File: config.mk
export PLATFORM = sky130hd
export DESIGN_NAME = ysyx_22041207_if_id_queue
export DESIGN_NICKNAME = d
export VERILOG_FILES = /design/src/rtl/ysyx_22041207_if_id_queue.sv
export SDC_FILE = /design/constraint.sdc
export NUM_CORES = 1
export LEC_CHECK = 0
export ABC_AREA = 1
export BUFFER_PORTS_ARGS = -buffer_cell sky130_fd_sc_hd__buf_2
export CAP_MARGIN = 20
export CORE_MARGIN = 2
export CORE_UTILIZATION = 45
export CTS_CLUSTER_DIAMETER = 30
export CTS_CLUSTER_SIZE = 20
export DETAILED_ROUTE_END_ITERATION = 8
export GPL_ROUTABILITY_DRIVEN = 1
export PLACE_DENSITY = 0.72
export SETUP_SLACK_MARGIN = 0.15
export SKIP_LAST_GASP = 1
export SYNTH_ARGS = -nofsm -noshare
export SYNTH_HDL_FRONTEND = slang
export SYNTH_SLANG_ARGS = --single-unit
File: constraint.sdc
create_clock -name clk -period 12.2 [get_ports clk]
set_input_delay 2.44 -clock clk [delete_from_list [all_inputs] [get_ports clk]]
set_output_delay 2.44 -clock clk [all_outputs]
set_load 0.01 [all_outputs]
File: src/rtl/ysyx_22041207_if_id_queue.sv
// Fetch-to-decode instruction queue: buffers {pc, inst} pairs, flushes on redirect.
// Define YSYX_22041207_IFQ_STATS_EN to add the full_cycles / flushed_entries counters.
module ysyx_22041207_if_id_queue #(
  parameter int          DEPTH    = 2,
  parameter int          XLEN     = 64,
  parameter logic [31:0] NOP_INST = 32'h0000_0013
) (
  input  logic                     clk,
  input  logic                     rst_n,
  input  logic                     if_valid,
  input  logic [31:0]              if_inst,
  input  logic [XLEN-1:0]          if_pc,
  output logic                     if_ready,
  output logic                     pc_delay,
  input  logic                     redirect,
  output logic                     id_valid,
  output logic [31:0]              id_inst,
  output logic [XLEN-1:0]          id_pc,
  input  logic                     id_ready,
  output logic [$clog2(DEPTH):0]   count
`ifdef YSYX_22041207_IFQ_STATS_EN
  ,
  output logic [31:0]              full_cycles,
  output logic [31:0]              flushed_entries
`endif
);

  localparam int AW = $clog2(DEPTH);
  localparam int CW = AW + 1;
  localparam logic [CW-1:0] FULL = CW'(DEPTH);

  logic [XLEN-1:0] pc_mem   [DEPTH];
  logic [31:0]     inst_mem [DEPTH];
  logic [AW-1:0]   wr_ptr;
  logic [AW-1:0]   rd_ptr;
  logic            push;
  logic            pop;

  // Ready depends only on occupancy, so a full queue never passes a pair through.
  assign if_ready = (count != FULL);
  assign pc_delay = ~if_ready;
  assign id_valid = (count != '0);
  assign push     = if_valid & if_ready & ~redirect;
  assign pop      = id_valid & id_ready & ~redirect;

  always_comb begin
    id_inst = NOP_INST;
    id_pc   = '0;
    if (id_valid) begin
      id_inst = inst_mem[rd_ptr];
      id_pc   = pc_mem[rd_ptr];
    end
  end

  // NOTE: storage has no reset; count/id_valid mask stale entries, and leaving it out keeps it RAM-friendly.
  always_ff @(posedge clk) begin
    if (push) begin
      pc_mem[wr_ptr]   <= if_pc;
      inst_mem[wr_ptr] <= if_inst;
    end
  end

  // NOTE: state registers use non-blocking assignments so every flop samples pre-edge values.
  always_ff @(posedge clk or negedge rst_n) begin
    if (!rst_n) begin
      wr_ptr <= '0;
      rd_ptr <= '0;
      count  <= '0;
    end else if (redirect) begin
      wr_ptr <= '0;
      rd_ptr <= '0;
      count  <= '0;
    end else begin
      if (push) wr_ptr <= wr_ptr + AW'(1);
      if (pop)  rd_ptr <= rd_ptr + AW'(1);
      if (push && !pop)      count <= count + CW'(1);
      else if (pop && !push) count <= count - CW'(1);
    end
  end

`ifdef YSYX_22041207_IFQ_STATS_EN
  logic [32:0] flushed_sum;

  assign flushed_sum = {1'b0, flushed_entries} + 33'(count);

  always_ff @(posedge clk or negedge rst_n) begin
    if (!rst_n) begin
      full_cycles     <= '0;
      flushed_entries <= '0;
    end else begin
      if (count == FULL && full_cycles != '1)
        full_cycles <= full_cycles + 32'd1;
      if (redirect)
        flushed_entries <= flushed_sum[32] ? '1 : flushed_sum[31:0];
    end
  end
`endif

endmodule

==> impl_results.md, run 1 <==
* F_max at 0.193 GHz
* Clk_skew at 0.00669 ns
* LEAKAGE at 3.73 nW
* Synthesized instance count at 553
* Worst slew margin at 36.6%
* Vias in the first global route at 4,731
* First-pass GRT wire length at 23,500 um
* Internal power at 0.00123 W
* Worst Path Required at 9.76 ns
* Setup CP Type: reg -> out
* Worst min-delay path category: reg -> reg
* # IOs at 202
* Clock sink total at 196
* CTS tree: yes
* DP Wirelength at 9080 um
* Number of gates resized after cts at 0
* Most common cell after layout, fill and taps aside: nand2_1
* Die area at 0.0176 mm^2
* Number of synthesized register bits at 196
* Sequential Power Share at 47.2%
* Post-Place Setup Slack at 7.38 ns
* Setup TNS Final at 0 ns
* Core Footprint at 0.0164 mm^2
* Setup Buffers After CTS at 0
* NumNets Final at 850
* Chip height at 133 um
* CP max stage delay at 0.75 ns
* Pwr dens at 184 mW/mm^2
* Post-DP Area at 0.00861 mm^2
* CP arrival at 2.75 ns
* Die W at 133 um
* Clk slew on worst S/H paths at 0.06 ns
* Latest clock arrival within the worst-skew pair at 0.42 ns
* Initial Utilization at 45.5%
* Port Buffer Count at 201
* Fin util at 56.3%
* Critical path, cell by cell: clkinv_2 -> buf_4 -> nand2_1 -> a21oi_1 -> buf_2
* Syn Nets at 654
* Cell variety after synth at 19
* CP max FO at 76
* WL per Instance at 15.4 um
* Area Growth Syn to Fin at 24.0%
* Placer Congestion at 0.770
* Sequential element share of the synthesized area at 78.7%
* DRC errors left at 0
* RSZ-0062 raised after global routing: no
* TritonRoute pass-1 iters at 4
* Slew @ Worst Pin at 0.948 ns
* Post-route ant nets at 0
* Share of cells above drive strength 1 at 33.1%
* Final hold vios at 0
* Outcome: complete, no violations
* Initial antenna violation count at 3
* CP Capture Type: output port
* Final Max Slew Viols at 0
* CTS Buf Count at 17
* Largest net degree at the start of global routing at 77
* Total power at 0.00170 W
* Final Cell Area at 0.00925 mm^2
* Maximum vdd drop at 0.102 mV
* Startpoint types: flip-flop
* DR iter-0 viols at 304
* Hold-fix buffers, CTS at 0
* Max Cap Viol at 0
* Total Routing Usage GR at 17.4%
* Final setup vio count at 0
* Syn Std Cell Area at 0.00746 mm^2
* Mapped Avg Cell Area at 13.5 um^2
* Sw Share at 27.6%
* DR vias at 4,834
* Psw at 0.000469 W
* Global route total overflow at 0
* Clock power share at 34.2%
* Final WL at 15,200 um
* Root Driver: clkbuf_16
* Period utilisation layout at 42.5%
* Rows at 47
* Clk buf depth at 2
* Slowest CP cell: buf_4
* Comb pwr share at 18.5%
* Synthesis Warnings at 0
* Final min period at 5.19 ns
* Most frequent cells in the layout: nand2_1 (205), buf_2 (201), edfxtp_1 (192)
* Final WS setup at 7.01 ns
* H-tree depth at 4
* Via-to-Cell Ratio at 4.91
==> sequential cells by signal, summed over array words and instances, names as in the netlist <==
register	cells
wr_ptr	1
count	2
rd_ptr	1
pc_mem	128
inst_mem	64
==> worst max-delay path: cells and delay by family, from the launching register on <==
family / cells / cell delay (ns)
AO/OA/AOI/OAI: 1 / 0.22
buffers and inverters: 3 / 1.28
AND/OR/NAND/NOR: 1 / 0.11
flip-flops: 1 / 0.69
==> logic make-up (layout without fill, tap and decap cells) <==
family	after synthesis	in the layout	synth area share [%]
simple gates	220	220	11.5
flops	196	196	78.7
compound gates	98	98	6.64
buf+inv	39	248	3.17
other cells	0	2	0
==> per-stage QoR <==
step | instances | hold WS [ns]
2_1_floorplan | 553 | 0.458
3_3_place_gp | 950 | 0.539
3_5_place_dp | 950 | 0.540
4_1_cts | 982 | 0.550
5_1_grt | 984 | 0.583
6_report | 984 | 0.552
==> layout make-up <==
class / instances / area [um^2]
inverters: 8 / 32.5
clock buffers: 17 / 425
fillers: 1324 / 7160
multi-input cells: 318 / 1380
well taps: 220 / 275
repair buffers: 208 / 1060
clock inverters: 15 / 201
flip-flops and latches: 196 / 5870
diodes: 2 / 5.00
==> worst paths after layout <==
path                        start       end  slack [ns]  cells past startpoint
min in group asynchronous   rst_n  count[0]        1.82                      1
max reg2reg                rd_ptr    rd_ptr        9.90                      4
min reg2reg                wr_ptr    wr_ptr        0.55                      1
max                        rd_ptr  id_pc[1]        7.01                      5
max in group asynchronous   rst_n    rd_ptr       10.23                      1
min                        wr_ptr    wr_ptr        0.55                      1
==> power by group through the flow <==
stage | Clock [W] | Combinational (W) | Sequential (W)
detailed placement | 0 | 0.000320 | 0.000819
finish | 0.000583 | 0.000315 | 0.000805
global route | 0.000621 | 0.000349 | 0.000808
floorplan | 0 | 0.000206 | 0.000815
CTS | 0.000599 | 0.000322 | 0.000805
global placement | 0 | 0.000318 | 0.000819
==> synthesized netlist by cell type <==
| cell type | n | area share, % |
|---|---|---|
| a21oi_1 | 95 | 6.4 |
| a21oi_2 | 1 | 0.12 |
| buf_2 | 13 | 0.87 |
| buf_4 | 3 | 0.30 |
| buf_6 | 8 | 1.2 |
| clkbuf_1 | 7 | 0.35 |
| clkinv_2 | 2 | 0.13 |
| dfrtp_1 | 4 | 1.3 |
| edfxtp_1 | 192 | 77 |
| inv_1 | 4 | 0.20 |
| inv_2 | 2 | 0.10 |
| nand2_1 | 205 | 10 |
| nand2_2 | 3 | 0.25 |
| nand2_4 | 2 | 0.30 |
| nand3_1 | 4 | 0.27 |
| nand3_2 | 1 | 0.13 |
| nor2_1 | 5 | 0.25 |
| o21ai_0 | 1 | 0.067 |
| o22ai_1 | 1 | 0.084 |
==> metal layers <==
layer	share of wire (%)	vias to the layer above	global-route usage [%]
met2	48	199	28.9
met4	1.7	2	6.93
li1	-	2333	-
met1	43	2281	22.0
met3	7.8	19	4.48
met5	0.086	-	0
Power figures use the tool's default switching activity.
==> run 2: changes to the inputs <==
==> constraint.sdc (replaced) <==
create_clock -name clk -period 4.8 [get_ports clk]
set_input_delay 0.96 -clock clk [delete_from_list [all_inputs] [get_ports clk]]
set_output_delay 0.96 -clock clk [all_outputs]
set_load 0.01 [all_outputs]
==> run 2 against run 1 <==
Effect of this change:
- final area fell by 0.14%
- critical path depth fell by 1
- first-iteration DRC count fell by 17%
- die area did not move
- flip-flop and latch count did not move
- non-clock buffer count rose by 1
- setup slack got worse by 5.4 ns
- sequential power rose to 2.5 times the previous value
- critical path type unchanged
- largest power group unchanged
==> impl_results.md, run 2 (synthesized netlist as in run 1, its figures left out) <==
* Port Buffer Count at 201 (unchanged)
* Sequential standard cell area at 0.00587 mm^2 (unchanged)
* Vias in the first global route at 4,522 (-4.4%)
* CP max FO at 96 (+26%)
* Final min period at 3.19 ns
* Max Cap Viol at 0 (unchanged)
* Latest clock arrival within the worst-skew pair at 0.42 ns (about the same)
* Largest regs: pc_mem x128, inst_mem x64, count x2
* Clk slew on worst S/H paths at 0.06 ns (about the same)
* Most frequent cells in the layout: nand2_1 (205), buf_2 (201), edfxtp_1 (192)
* Fill cells at 1,317 (-0.53%)
* Total Routing Usage GR at 17.1% (-0.37 points)
* Placer Congestion at 0.752 (-2.4%)
* Rows at 47 (unchanged)
* H-tree depth at 4 (unchanged)
* Largest net degree at the start of global routing at 97 (+26%)
* Final WL at 14,900 um (-1.9%)
* Final hold vios at 0 (unchanged)
* Setup Buffers After CTS at 0 (unchanged)
* Global route total overflow at 0 (unchanged)
* CTS tree: yes
* Period utilisation layout at 66.4%
* Clock power share at 32.4% (-1.8 points)
* TritonRoute pass-1 iters at 6 (+2)
* Clk buf depth at 2 (unchanged)
* Post-route ant nets at 0 (unchanged)
* Worst R2R Start: count[0]
* Psw at 0.00115 W (+140%)
* Via-to-Cell Ratio at 4.89 (-0.50%)
* Core Footprint at 0.0164 mm^2 (unchanged)
* Final Max Slew Viols at 0 (unchanged)
* Die W at 133 um (unchanged)
* Most common cell after layout, fill and taps aside: nand2_1
* Setup CP Type: reg -> out
* # IOs at 202 (unchanged)
* Area Growth Syn to Fin at 23.8%
* CP Capture Type: output port
* Slew @ Worst Pin at 1.08 ns (+0.129 ns)
* DP Wirelength at 9070 um (about the same)
* LEAKAGE at 3.72 nW (-0.38%)
* Worst slew margin at 28.2% (-8.5 points)
* Comb pwr share at 19.6% (+1.1 points)
* Sw Share at 27.1% (-0.43 points)
* F_max at 0.314 GHz
* Final setup vio count at 0 (unchanged)
* WL per Instance at 15.2 um (-1.7%)
* Area of the multi-input gates at 0.00138 mm^2 (unchanged)
* Maximum vdd drop at 0.286 mV (+180%)
* Worst r2r dst: pc_mem[0][31]
* Clock sink total at 196 (unchanged)
* Pwr dens at 458 mW/mm^2 (+150%)
* Largest register FFs at 128 (unchanged)
* RSZ-0062 raised after global routing: no
* Hold-fix buffers, CTS at 0 (unchanged)
* Biggest register: pc_mem
* Sequential Power Share at 48.0% (+0.8 points)
* Worst Path Required at 3.84 ns (-5.92 ns)
* Number of gates resized after cts at 0 (unchanged)
* Die area at 0.0176 mm^2 (unchanged)
* Outcome: complete, no violations
* Internal power at 0.00308 W (+150%)
* Fin Hold WS at 0.350 ns (-0.202 ns)
* Worst min-delay path category: in -> async
* Setup TNS Final at 0 ns (unchanged)
* Root Driver: clkbuf_16
* DR vias at 4,800 (-0.70%)
* Chip height at 133 um (unchanged)
* Clk_skew at 0.00765 ns (+0.000966 ns)
* CP arrival at 2.23 ns (-0.52 ns)
* DRC errors left at 0 (unchanged)
* Initial Utilization at 45.5% (unchanged)
* R2R Setup Slk at 2.48 ns (-7.42 ns)
* CTS Buf Count at 17 (unchanged)
* DR iter-0 viols at 251 (-17%)
* Startpoint types: flip-flop
* NumNets Final at 851 (+0.12%)
* Worst R2R Path Depth at 5 (+1)
* Share of cells above drive strength 1 at 32.8% (-0.31 points)
* First-pass GRT wire length at 23,200 um (-1.0%)
* Initial antenna violation count at 3 (unchanged)
-- run 2: changes by cell type in the layout (fill, tap and decap cells not counted) --
cell,delta
bufinv_16,-1
clkinv_1,-1
inv_8,-2
clkbuf_1,+2
buf_12,+3
buf_4,-2
clkinv_4,+2
inv_6,-3
-- run 2: worst max path at each step --
stage                     startpoint              to  slack, ns  cells after the start
after CTS                     rd_ptr        id_pc[2]       1.58                      4
after floorplan             redirect  inst_mem[1][0]       0.69                      3
after detailed placement    redirect   pc_mem[0][55]       1.90                      5
after global placement        rd_ptr       id_pc[51]       1.65                      5
after global routing          rd_ptr       id_pc[62]       1.42                      4
final                         rd_ptr     id_inst[21]       1.61                      4
-- run 2: final cells by class --
type / count / area share [%]
antenna: 2 / 0.0542
clock buffer: 19 / 4.69
clock inverter: 10 / 1.48
inverter: 8 / 0.352
multi-input combinational: 318 / 14.9
sequential: 196 / 63.6
tap: 220 / 2.98
timing repair buffer: 209 / 12.0
-- run 2: power by group through the flow --
stage | clock network, W | registers [W] | logic (W)
detailed placement | 0 | 0.00206 | 0.000841
CTS | 0.00140 | 0.00203 | 0.000844
global placement | 0 | 0.00206 | 0.000827
finish | 0.00137 | 0.00203 | 0.000829
global route | 0.00146 | 0.00203 | 0.000921
floorplan | 0 | 0.00206 | 0.000524
-- run 2: per-layer routing --
metal  track usage [%]  part of all wire, %  up-vias
met5                 0                 0.11        -
met4              6.51                  2.3        2
met3              5.63                  6.3       26
met2              27.7                   48      156
met1              21.4                   43     2286
li1                  -                    -     2330
-- run 2: worst max-delay path, cell delays in order (launching register included) --
cell and delay, ns:
dfrtp_4 0.41, buf_4 0.77, nand2_1 0.12, a21oi_1 0.23, buf_2 0.18
-- run 2: stage by stage --
stage / cell area, um^2 / worst slack [ns] / std cells / total power, W / utilization, %
after floorplan: 7460 / 0.689 / 553 / 0.00259 / -
after global placement: 8640 / 1.65 / 950 / 0.00289 / 52.7
after detailed placement: 8660 / 1.90 / 951 / 0.00290 / 52.8
after CTS: 9230 / 1.58 / 980 / 0.00427 / 56.2
after global routing: 9230 / 1.42 / 980 / 0.00442 / 56.2
final: 9230 / 1.61 / 982 / 0.00422 / 56.3
